### config.mk
export PLATFORM = sky130hd
export DESIGN_NAME = apb_master_bridge_flat
export DESIGN_NICKNAME = d
export VERILOG_FILES = /design/src/rtl/apb_master_bridge_if.sv /design/src/rtl/apb_master_bridge.sv /design/src/flat_wrapper.sv
export SDC_FILE = /design/constraint.sdc
export NUM_CORES = 1
export LEC_CHECK = 0
export CORE_MARGIN = 1
export CORE_UTILIZATION = 56
export CTS_CLUSTER_SIZE = 12
export DETAILED_ROUTE_END_ITERATION = 12
export DONT_BUFFER_PORTS = 1
export PLACE_DENSITY = 0.74
export SLEW_MARGIN = 20
export SYNTH_ARGS = -nofsm -noshare
export SYNTH_HDL_FRONTEND = slang
export SYNTH_SLANG_ARGS = --single-unit
### constraint.sdc
create_clock -name PCLK -period 1.7 [get_ports PCLK]
set_input_delay 0.425 -clock PCLK [delete_from_list [all_inputs] [get_ports PCLK]]
set_output_delay 0.425 -clock PCLK [all_outputs]
set_load 0.02 [all_outputs]
### src/rtl/apb_master_bridge_if.sv
// -----------------------------------------------------------------------------
// apb_master_bridge_if
// Bundles the command stream, the response stream and the APB4 bus of the
// apb_master_bridge into one interface.
//   master modport : the bridge's view (takes commands, returns responses,
//                    drives the APB request signals, samples the slave reply)
//   slave  modport : the environment's view (mirror of master)
// Command : cmd_valid/cmd_ready handshake, cmd_write, cmd_addr, cmd_wdata, cmd_strb
// Response: rsp_valid/rsp_ready handshake, rsp_rdata, rsp_err, rsp_timeout
// APB     : PSEL, PENABLE, PWRITE, PADDR, PWDATA, PSTRB, PRDATA, PREADY, PSLVERR
// -----------------------------------------------------------------------------
interface apb_master_bridge_if #(
  parameter int ADDR_WIDTH = 10,
  parameter int DATA_WIDTH = 32,
  parameter int STRB_WIDTH = DATA_WIDTH / 8
);
  logic                  cmd_valid;
  logic                  cmd_ready;
  logic                  cmd_write;
  logic [ADDR_WIDTH-1:0] cmd_addr;
  logic [DATA_WIDTH-1:0] cmd_wdata;
  logic [STRB_WIDTH-1:0] cmd_strb;

  logic                  rsp_valid;
  logic                  rsp_ready;
  logic [DATA_WIDTH-1:0] rsp_rdata;
  logic                  rsp_err;
  logic                  rsp_timeout;

  logic                  PSEL;
  logic                  PENABLE;
  logic                  PWRITE;
  logic [ADDR_WIDTH-1:0] PADDR;
  logic [DATA_WIDTH-1:0] PWDATA;
  logic [STRB_WIDTH-1:0] PSTRB;
  logic [DATA_WIDTH-1:0] PRDATA;
  logic                  PREADY;
  logic                  PSLVERR;

  modport master (
    input  cmd_valid, cmd_write, cmd_addr, cmd_wdata, cmd_strb,
    output cmd_ready,
    output rsp_valid, rsp_rdata, rsp_err, rsp_timeout,
    input  rsp_ready,
    output PSEL, PENABLE, PWRITE, PADDR, PWDATA, PSTRB,
    input  PRDATA, PREADY, PSLVERR
  );

  modport slave (
    output cmd_valid, cmd_write, cmd_addr, cmd_wdata, cmd_strb,
    input  cmd_ready,
    input  rsp_valid, rsp_rdata, rsp_err, rsp_timeout,
    output rsp_ready,
    input  PSEL, PENABLE, PWRITE, PADDR, PWDATA, PSTRB,
    output PRDATA, PREADY, PSLVERR
  );
endinterface

### src/rtl/apb_master_bridge.sv
// -----------------------------------------------------------------------------
// apb_master_bridge
// APB4 requester: turns a valid/ready command stream into APB SETUP/ACCESS
// transfers and returns each completion on a single-entry registered response
// slot. A bounded wait on PREADY aborts the transfer with a timeout error.
// Ports:
//   PCLK    : clock, rising edge
//   PRESETn : asynchronous active-low reset
//   bus     : apb_master_bridge_if.master (command, response and APB signals)
// -----------------------------------------------------------------------------
module apb_master_bridge #(
  parameter int ADDR_WIDTH     = 10,
  parameter int DATA_WIDTH     = 32,
  parameter int STRB_WIDTH     = DATA_WIDTH / 8,
  parameter int TIMEOUT_CYCLES = 16
) (
  input logic                 PCLK,
  input logic                 PRESETn,
  apb_master_bridge_if.master bus
);

  typedef enum logic [1:0] {
    IDLE   = 2'b00,
    SETUP  = 2'b01,
    ACCESS = 2'b10
  } state_e;

  // Last counter value before expiry: the ACCESS cycle seen with this count
  // and PREADY low is the TIMEOUT_CYCLES-th waited cycle.
  localparam logic [7:0] TMO_LAST = 8'(TIMEOUT_CYCLES - 1);

  state_e                state_q, state_d;
  logic                  live_q;
  logic                  psel_q, psel_d;
  logic                  penable_q, penable_d;
  logic                  pwrite_q, pwrite_d;
  logic [ADDR_WIDTH-1:0] paddr_q, paddr_d;
  logic [DATA_WIDTH-1:0] pwdata_q, pwdata_d;
  logic [STRB_WIDTH-1:0] pstrb_q, pstrb_d;
  logic [7:0]            cnt_q, cnt_d;
  logic                  rsp_valid_q, rsp_valid_d;
  logic [DATA_WIDTH-1:0] rsp_rdata_q, rsp_rdata_d;
  logic                  rsp_err_q, rsp_err_d;
  logic                  rsp_timeout_q, rsp_timeout_d;
  logic                  cmd_ready_s;

  // live_q keeps cmd_ready low while reset is held, without a combinational
  // path from PRESETn into the handshake.
  assign cmd_ready_s = live_q && (state_q == IDLE) && (!rsp_valid_q || bus.rsp_ready);

  assign bus.cmd_ready   = cmd_ready_s;
  assign bus.PSEL        = psel_q;
  assign bus.PENABLE     = penable_q;
  assign bus.PWRITE      = pwrite_q;
  assign bus.PADDR       = paddr_q;
  assign bus.PWDATA      = pwdata_q;
  assign bus.PSTRB       = pstrb_q;
  assign bus.rsp_valid   = rsp_valid_q;
  assign bus.rsp_rdata   = rsp_rdata_q;
  assign bus.rsp_err     = rsp_err_q;
  assign bus.rsp_timeout = rsp_timeout_q;

  // Next-state, APB request and response-slot logic.
  always_comb begin
    state_d       = state_q;
    psel_d        = psel_q;
    penable_d     = penable_q;
    pwrite_d      = pwrite_q;
    paddr_d       = paddr_q;
    pwdata_d      = pwdata_q;
    pstrb_d       = pstrb_q;
    cnt_d         = cnt_q;
    rsp_valid_d   = rsp_valid_q;
    rsp_rdata_d   = rsp_rdata_q;
    rsp_err_d     = rsp_err_q;
    rsp_timeout_d = rsp_timeout_q;

    // Draining the slot; a completion below can only occur while the slot is
    // empty because commands are only accepted once it drains.
    if (rsp_valid_q && bus.rsp_ready) begin
      rsp_valid_d = 1'b0;
    end else begin
      rsp_valid_d = rsp_valid_q;
    end

    case (state_q)
      IDLE: begin
        if (bus.cmd_valid && cmd_ready_s) begin
          pwrite_d  = bus.cmd_write;
          paddr_d   = bus.cmd_addr;
          // Reads put no data or strobes on the bus.
          pwdata_d  = bus.cmd_write ? bus.cmd_wdata : '0;
          pstrb_d   = bus.cmd_write ? bus.cmd_strb  : '0;
          psel_d    = 1'b1;
          penable_d = 1'b0;
          state_d   = SETUP;
        end else begin
          state_d   = IDLE;
        end
      end
      SETUP: begin
        penable_d = 1'b1;
        cnt_d     = 8'd0;
        state_d   = ACCESS;
      end
      ACCESS: begin
        // PREADY wins over an expiring count.
        if (bus.PREADY) begin
          rsp_valid_d   = 1'b1;
          rsp_err_d     = bus.PSLVERR;
          rsp_timeout_d = 1'b0;
          rsp_rdata_d   = (!pwrite_q && !bus.PSLVERR) ? bus.PRDATA : '0;
          psel_d        = 1'b0;
          penable_d     = 1'b0;
          state_d       = IDLE;
        end else if (cnt_q == TMO_LAST) begin
          rsp_valid_d   = 1'b1;
          rsp_err_d     = 1'b1;
          rsp_timeout_d = 1'b1;
          rsp_rdata_d   = '0;
          cnt_d         = cnt_q + 8'd1;
          psel_d        = 1'b0;
          penable_d     = 1'b0;
          state_d       = IDLE;
        end else begin
          cnt_d         = cnt_q + 8'd1;
        end
      end
      default: begin
        psel_d    = 1'b0;
        penable_d = 1'b0;
        state_d   = IDLE;
      end
    endcase
  end

  // State and output registers.
  always_ff @(posedge PCLK or negedge PRESETn) begin
    if (!PRESETn) begin
      state_q       <= IDLE;
      live_q        <= 1'b0;
      psel_q        <= 1'b0;
      penable_q     <= 1'b0;
      pwrite_q      <= 1'b0;
      paddr_q       <= '0;
      pwdata_q      <= '0;
      pstrb_q       <= '0;
      cnt_q         <= 8'd0;
      rsp_valid_q   <= 1'b0;
      rsp_rdata_q   <= '0;
      rsp_err_q     <= 1'b0;
      rsp_timeout_q <= 1'b0;
    end else begin
      state_q       <= state_d;
      live_q        <= 1'b1;
      psel_q        <= psel_d;
      penable_q     <= penable_d;
      pwrite_q      <= pwrite_d;
      paddr_q       <= paddr_d;
      pwdata_q      <= pwdata_d;
      pstrb_q       <= pstrb_d;
      cnt_q         <= cnt_d;
      rsp_valid_q   <= rsp_valid_d;
      rsp_rdata_q   <= rsp_rdata_d;
      rsp_err_q     <= rsp_err_d;
      rsp_timeout_q <= rsp_timeout_d;
    end
  end

endmodule
### src/flat_wrapper.sv
// flat-port wrapper written by rule: the top's interface ports become plain ports
module apb_master_bridge_flat 
#(
  parameter int ADDR_WIDTH     = 10,
  parameter int DATA_WIDTH     = 32,
  parameter int STRB_WIDTH     = DATA_WIDTH / 8,
  parameter int TIMEOUT_CYCLES = 16
)
  (PCLK, PRESETn, bus_cmd_valid, bus_cmd_write, bus_cmd_addr, bus_cmd_wdata, bus_cmd_strb, bus_cmd_ready, bus_rsp_valid, bus_rsp_rdata, bus_rsp_err, bus_rsp_timeout, bus_rsp_ready, bus_PSEL, bus_PENABLE, bus_PWRITE, bus_PADDR, bus_PWDATA, bus_PSTRB, bus_PRDATA, bus_PREADY, bus_PSLVERR);
  apb_master_bridge_if #(.ADDR_WIDTH(ADDR_WIDTH), .DATA_WIDTH(DATA_WIDTH), .STRB_WIDTH(STRB_WIDTH)) bus_i ();
  input logic PCLK;
  input logic PRESETn;
  input wire logic [$bits(bus_i.cmd_valid)-1:0] bus_cmd_valid;
  input wire logic [$bits(bus_i.cmd_write)-1:0] bus_cmd_write;
  input wire logic [$bits(bus_i.cmd_addr)-1:0] bus_cmd_addr;
  input wire logic [$bits(bus_i.cmd_wdata)-1:0] bus_cmd_wdata;
  input wire logic [$bits(bus_i.cmd_strb)-1:0] bus_cmd_strb;
  output wire logic [$bits(bus_i.cmd_ready)-1:0] bus_cmd_ready;
  output wire logic [$bits(bus_i.rsp_valid)-1:0] bus_rsp_valid;
  output wire logic [$bits(bus_i.rsp_rdata)-1:0] bus_rsp_rdata;
  output wire logic [$bits(bus_i.rsp_err)-1:0] bus_rsp_err;
  output wire logic [$bits(bus_i.rsp_timeout)-1:0] bus_rsp_timeout;
  input wire logic [$bits(bus_i.rsp_ready)-1:0] bus_rsp_ready;
  output wire logic [$bits(bus_i.PSEL)-1:0] bus_PSEL;
  output wire logic [$bits(bus_i.PENABLE)-1:0] bus_PENABLE;
  output wire logic [$bits(bus_i.PWRITE)-1:0] bus_PWRITE;
  output wire logic [$bits(bus_i.PADDR)-1:0] bus_PADDR;
  output wire logic [$bits(bus_i.PWDATA)-1:0] bus_PWDATA;
  output wire logic [$bits(bus_i.PSTRB)-1:0] bus_PSTRB;
  input wire logic [$bits(bus_i.PRDATA)-1:0] bus_PRDATA;
  input wire logic [$bits(bus_i.PREADY)-1:0] bus_PREADY;
  input wire logic [$bits(bus_i.PSLVERR)-1:0] bus_PSLVERR;
  assign bus_i.cmd_valid = bus_cmd_valid;
  assign bus_i.cmd_write = bus_cmd_write;
  assign bus_i.cmd_addr = bus_cmd_addr;
  assign bus_i.cmd_wdata = bus_cmd_wdata;
  assign bus_i.cmd_strb = bus_cmd_strb;
  assign bus_cmd_ready = bus_i.cmd_ready;
  assign bus_rsp_valid = bus_i.rsp_valid;
  assign bus_rsp_rdata = bus_i.rsp_rdata;
  assign bus_rsp_err = bus_i.rsp_err;
  assign bus_rsp_timeout = bus_i.rsp_timeout;
  assign bus_i.rsp_ready = bus_rsp_ready;
  assign bus_PSEL = bus_i.PSEL;
  assign bus_PENABLE = bus_i.PENABLE;
  assign bus_PWRITE = bus_i.PWRITE;
  assign bus_PADDR = bus_i.PADDR;
  assign bus_PWDATA = bus_i.PWDATA;
  assign bus_PSTRB = bus_i.PSTRB;
  assign bus_i.PRDATA = bus_PRDATA;
  assign bus_i.PREADY = bus_PREADY;
  assign bus_i.PSLVERR = bus_PSLVERR;
  apb_master_bridge #(.ADDR_WIDTH(ADDR_WIDTH), .DATA_WIDTH(DATA_WIDTH), .STRB_WIDTH(STRB_WIDTH), .TIMEOUT_CYCLES(TIMEOUT_CYCLES)) u_core (.PCLK(PCLK), .PRESETn(PRESETn), .bus(bus_i));
endmodule
* Word level (Yosys, flattened, before mapping)
Index checks and enable logic that the tools add are counted.
Word-level totals: register bits 95, output and inout port bits 85
Cells by class: $add $sub $neg 1, equality and inequality tests 6, multiplexer cells 24, bitwise gates (word level) 1, reduce and logical (&&, ||, !) cells 17
Operators with widths (count):
- $mux 32 | 4
- $pmux 8 s2 | 1
- $mux 1 | 12
- $add 8x1->8 const B | 1
- $eq 8x4->1 const B | 1
- $mux 8 | 1
- $reduce_and 2->1 | 4
- $pmux 1 s3 | 2
- $pmux 2 s3 | 1
- $logic_and 1x1->1 | 5
- $mux 2 | 2
- $mux 4 | 1
- $ne 2x2->1 const B | 2
- $reduce_bool 2->1 | 2
- $logic_not 1->1 | 3
- $ne 3x2->1 const B | 1
- $reduce_and 3->1 | 1
- $eq 2x1->1 const B | 1
- $eq 2x2->1 const B | 1
- $logic_not 2->1 | 1
- $logic_or 1x1->1 | 1
- $not 1->1 | 1

* Logic depth before layout (Yosys ltp)
word-level depth 6, mapped depth 5, depth with buffers taken out 4

* Least setup slack after synthesis
Ideal clock, no wire load.
kind reg2reg, from register u_core.cnt_q[0], to register u_core.rsp_valid_q (netlist: u_core.bus.rsp_valid), library setup time 0.136 ns, arrival time 1.510 ns, slack 0.054 ns, stages on the path, launching flop included 6, path buffers 1, cell sequence dfrtp_1 -> ha_1 -> and3_1 -> a21oi_1 -> clkbuf_1 -> o21ai_0
Between the ends: cells in the longest elaborated chain, start to end 4
RTL lines:
- start, declared | RTL line apb_master_bridge.sv:40 | logic [7:0] cnt_q, cnt_d;
- start signal, assigned | RTL line apb_master_bridge.sv:162 | cnt_q <= cnt_d;
- $eq 8x4->1 | RTL line apb_master_bridge.sv:116 | end else if (cnt_q == TMO_LAST) begin
- $mux 1 | RTL line apb_master_bridge.sv:116
- $mux 1 | RTL line apb_master_bridge.sv:108 | if (bus.PREADY) begin
- $mux 1 | RTL line apb_master_bridge.sv:86 | case (state_q)
- named net u_core.rsp_valid_d | RTL line apb_master_bridge.sv:41 | logic rsp_valid_q, rsp_valid_d;
- end signal, assigned | RTL line apb_master_bridge.sv:163 | rsp_valid_q <= rsp_valid_d;
- end, declared | RTL line apb_master_bridge.sv:41
The timed path passes the listed nets, and every way through them passes these cells. A chain may end at the register's enable or synchronous reset.

* Worst setup path after layout
from register u_core.state_q[0], to output port bus_cmd_ready
Between the ends: cells in the longest elaborated chain, start to end 3
RTL lines:
- start, declared | RTL line apb_master_bridge.sv:32 | state_e state_q, state_d;
- start signal, assigned | RTL line apb_master_bridge.sv:154 | state_q <= state_d;
- $logic_not 2->1 | RTL line apb_master_bridge.sv:49 | assign cmd_ready_s = live_q && (state_q == IDLE) && (!rsp_valid_q || bus.rsp_ready);
- $logic_and 1x1->1 (2 in series) | RTL line apb_master_bridge.sv:49
- end, declared | RTL line flat_wrapper.sv:18 | output wire logic [$bits(bus_i.cmd_ready)-1:0] bus_cmd_ready;
Every way passes these cells.

==> metrics <==
max cap viols=0; R2R depth=5; main combinational cell family by area after synthesis=compound AO/OA/AOI/OAI gates; Synth Area in Simple Gates=8.19%; Sw Ratio=37.7%; share of the synthesized area in the top cell type=56.6%; number of DRC markers in iteration 0=89; Final min period=1.62 ns; hold slack final=-0.240 ns; switching power=2.61 mW; synth top area cells=dfrtp_1, mux2i_1, a32o_1; row count=31; type of origin of the critical path=flip-flop; clock root cell=clkbuf_8; post-synthesis xor/xnor area fraction=0%; sequential fraction of the synthesis area=56.6%; Final #Nets=442; fin crit share=95.6%; commonest non-fill, non-tap cell in the layout=dfrtp_1; Port Buffers=0; number of cells produced by synthesis=361; #FFs+latches synth=95; fin cells=460; global-route wire length before repair=12200 um; H-tree lvl count=3; Synth Area per Inst=11.6 um^2; ratio of cells with drive above 1 in the final layout=9.70%; via total after detailed routing=2707; Die ar.=7850 um^2; crit end category=primary output; Initial Util=57.9%; Hold Vio Cnt, Final=95; Inserted Clock Buffers=9; initial antenna violation count=0; I/O pins=170; status=finished, violations left; hold crit path type=primary input to asynchronous set/reset pin; Slew @ Worst Pin=0.718 ns; GRT Util Overall=20.5%; CTS tree=yes; slew margin rel.=52.0%; routability cong.=0.730; IR drop worst, VDD=0.000742 V; Gate power share=18.0%; clock network latency to the later pin of the worst-skew pair=0.34 ns; Worst EP required=1.27 ns; PD cells=1520 nW/um^2; warnings from Yosys=0; residual DRC count=0; Leakage=2.03 nW; largest net degree at the start of global routing=96; compound-cell area share of the yosys netlist=15.8%; ANT nets after route=0; chip width=88.6 um; Crit path arrival time=1.20 ns; CTS Sinks=95; clock slew at reported path FFs=0.09 ns; largest area contributor in the netlist=dfrtp_1; routed wire length=8060 um; vias in the first global route=2636; post-synthesis mux area share=12.7%; setup violators final=0; synth-to-layout area growth=8.13%; critical setup path kind=flip-flop to primary output; Die Height=88.6 um; fmax=0.616 GHz; diode count=0; Setup Skew=0.00997 ns; hpwl dp=5570 um; most frequent cells in the layout=dfrtp_1, nand2_1, inv_1, mux2i_1; failing checks=hold timing; Post-Syn Area=4200 um^2; Synth Net Count=447; crit-path max FO=7; Routed wire per std cell=17.5 um; max-slew violation total from the final report=0; Final Power=6.91 mW; Placed Cells=444; RSZ-0062 raised after global routing=yes; Clk pwr share=21.2%; Reg power frac=60.8%; Unique masters post-synth=39; Adder-Cell Fraction of Synth Area=0.298%; gr ovfl total=0; P_int=4.30 mW; Vias/cell=5.88; drt pass-1 iters=4; Core Region=7250 um^2; Max Buffers Root-to-Sink=2
-- cells in the mapped netlist --
| master | n |
|---|---|
| buf_6 | 1 |
| nor3b_2 | 1 |
| ha_1 | 1 |
| buf_2 | 8 |
| buf_4 | 1 |
| a22oi_1 | 1 |
| or4_1 | 1 |
| nand2_1 | 43 |
| a21oi_1 | 3 |
| or3b_4 | 1 |
| and2b_2 | 2 |
| nor4_1 | 1 |
| o211ai_1 | 1 |
| a21boi_1 | 1 |
| a21o_1 | 32 |
| a211o_1 | 1 |
| nand4_1 | 2 |
| nor2_1 | 3 |
| and3_1 | 3 |
| mux2_1 | 12 |
| or3_1 | 1 |
| and3b_1 | 1 |
| o21ai_0 | 2 |
| a32o_1 | 32 |
| mux2i_1 | 40 |
| a211oi_1 | 1 |
| o31ai_1 | 1 |
| and4_1 | 1 |
| o311ai_1 | 1 |
| inv_1 | 40 |
| nor4_4 | 1 |
| o2bb2ai_1 | 1 |
| o21ai_1 | 1 |
| nand2b_1 | 4 |
| dfrtp_1 | 95 |
| clkbuf_1 | 15 |
| nand3_1 | 3 |
| conb_1 | 1 |
| o41ai_1 | 1 |
-- state kept, by name (all words and copies together) (netlist names) --
name and count:
u_core.bus.PADDR 10, u_core.bus.PENABLE 1, u_core.bus.rsp_rdata 32, u_core.state_q 2
u_core.bus.rsp_valid 1, u_core.bus.PSTRB 4, u_core.bus.PWRITE 1, u_core.bus.PSEL 1
u_core.bus.PWDATA 32, u_core.bus.rsp_err 1, u_core.bus.rsp_timeout 1, u_core.live_q 1
u_core.cnt_q 8
-- layout make-up --
type	count	area (um^2)
clock buffer	11	141
clock inverter	5	57.6
fill	611	2710
inverter	40	150
multi-input combinational	201	1570
sequential	95	2380
tap	99	124
timing repair buffer	9	118
-- routing by layer --
metal	vias to the layer above	part of all wire (%)	global-route usage, %
met5	-	0	0
met4	0	1.1	8.06
met3	9	9.0	8.30
met2	108	50	33.9
met1	1339	40	23.9
li1	1251	-	-
-- per-stage QoR --
step                worst slack [ns]  area (um^2)  TNS (ns)  hold slack (ns)  util, %
floorplan                     0.0538         4200         0            0.129        -
global placement             -0.0942         4340     -2.65            0.131     59.8
detailed placement            0.0871         4340         0            0.132     59.8
CTS                           0.0390         4540         0           -0.256     62.6
global route                 -0.0202         4540   -0.0259           -0.262     62.6
finish                        0.0754         4540         0           -0.240     62.6
-- logic make-up after synthesis --
family,after synthesis
compound gates,79
other cells,1
buf+inv,65
flops,95
fa+ha+maj,1
simple gates,68
mux,52
-- worst paths after layout --
kind,slack [ns],startpoint,endpoint
setup / recovery,0.08,u_core.state_q[0],bus_cmd_ready
hold / removal,-0.24,PRESETn,u_core.bus.PADDR[4]
setup reg to reg,0.08,u_core.state_q[0],u_core.bus.PWDATA[10]
hold reg to reg,0.50,u_core.cnt_q[7],u_core.cnt_q[7]
max in group asynchronous,1.78,PRESETn,u_core.bus.rsp_rdata[16]
min in group PCLK,0.20,bus_cmd_addr[5],u_core.bus.PADDR[5]
-- power groups by stage --
stage          clock [mW]  sequential [mW]  combinational, mW
2_1_floorplan           0             4.11               1.05
3_3_place_gp            0             4.23               1.19
3_5_place_dp            0             4.25               1.27
4_1_cts              1.52             4.21               1.26
5_1_grt              1.59             4.30               1.40
6_report             1.46             4.21               1.24
-- what timing repair did --
item,CTS,global route
setup endpoints to repair,1,10
hold endpoints to repair,95,95
setup buffers,0,0
gates resized for setup,1,2
pin swaps,0,0
-- worst max-delay path, cell delays in order (launching register included) --
cell	delay (ns)
dfrtp_2	0.45
nor2_1	0.13
and3_2	0.28
Power figures use the tool's default switching activity.
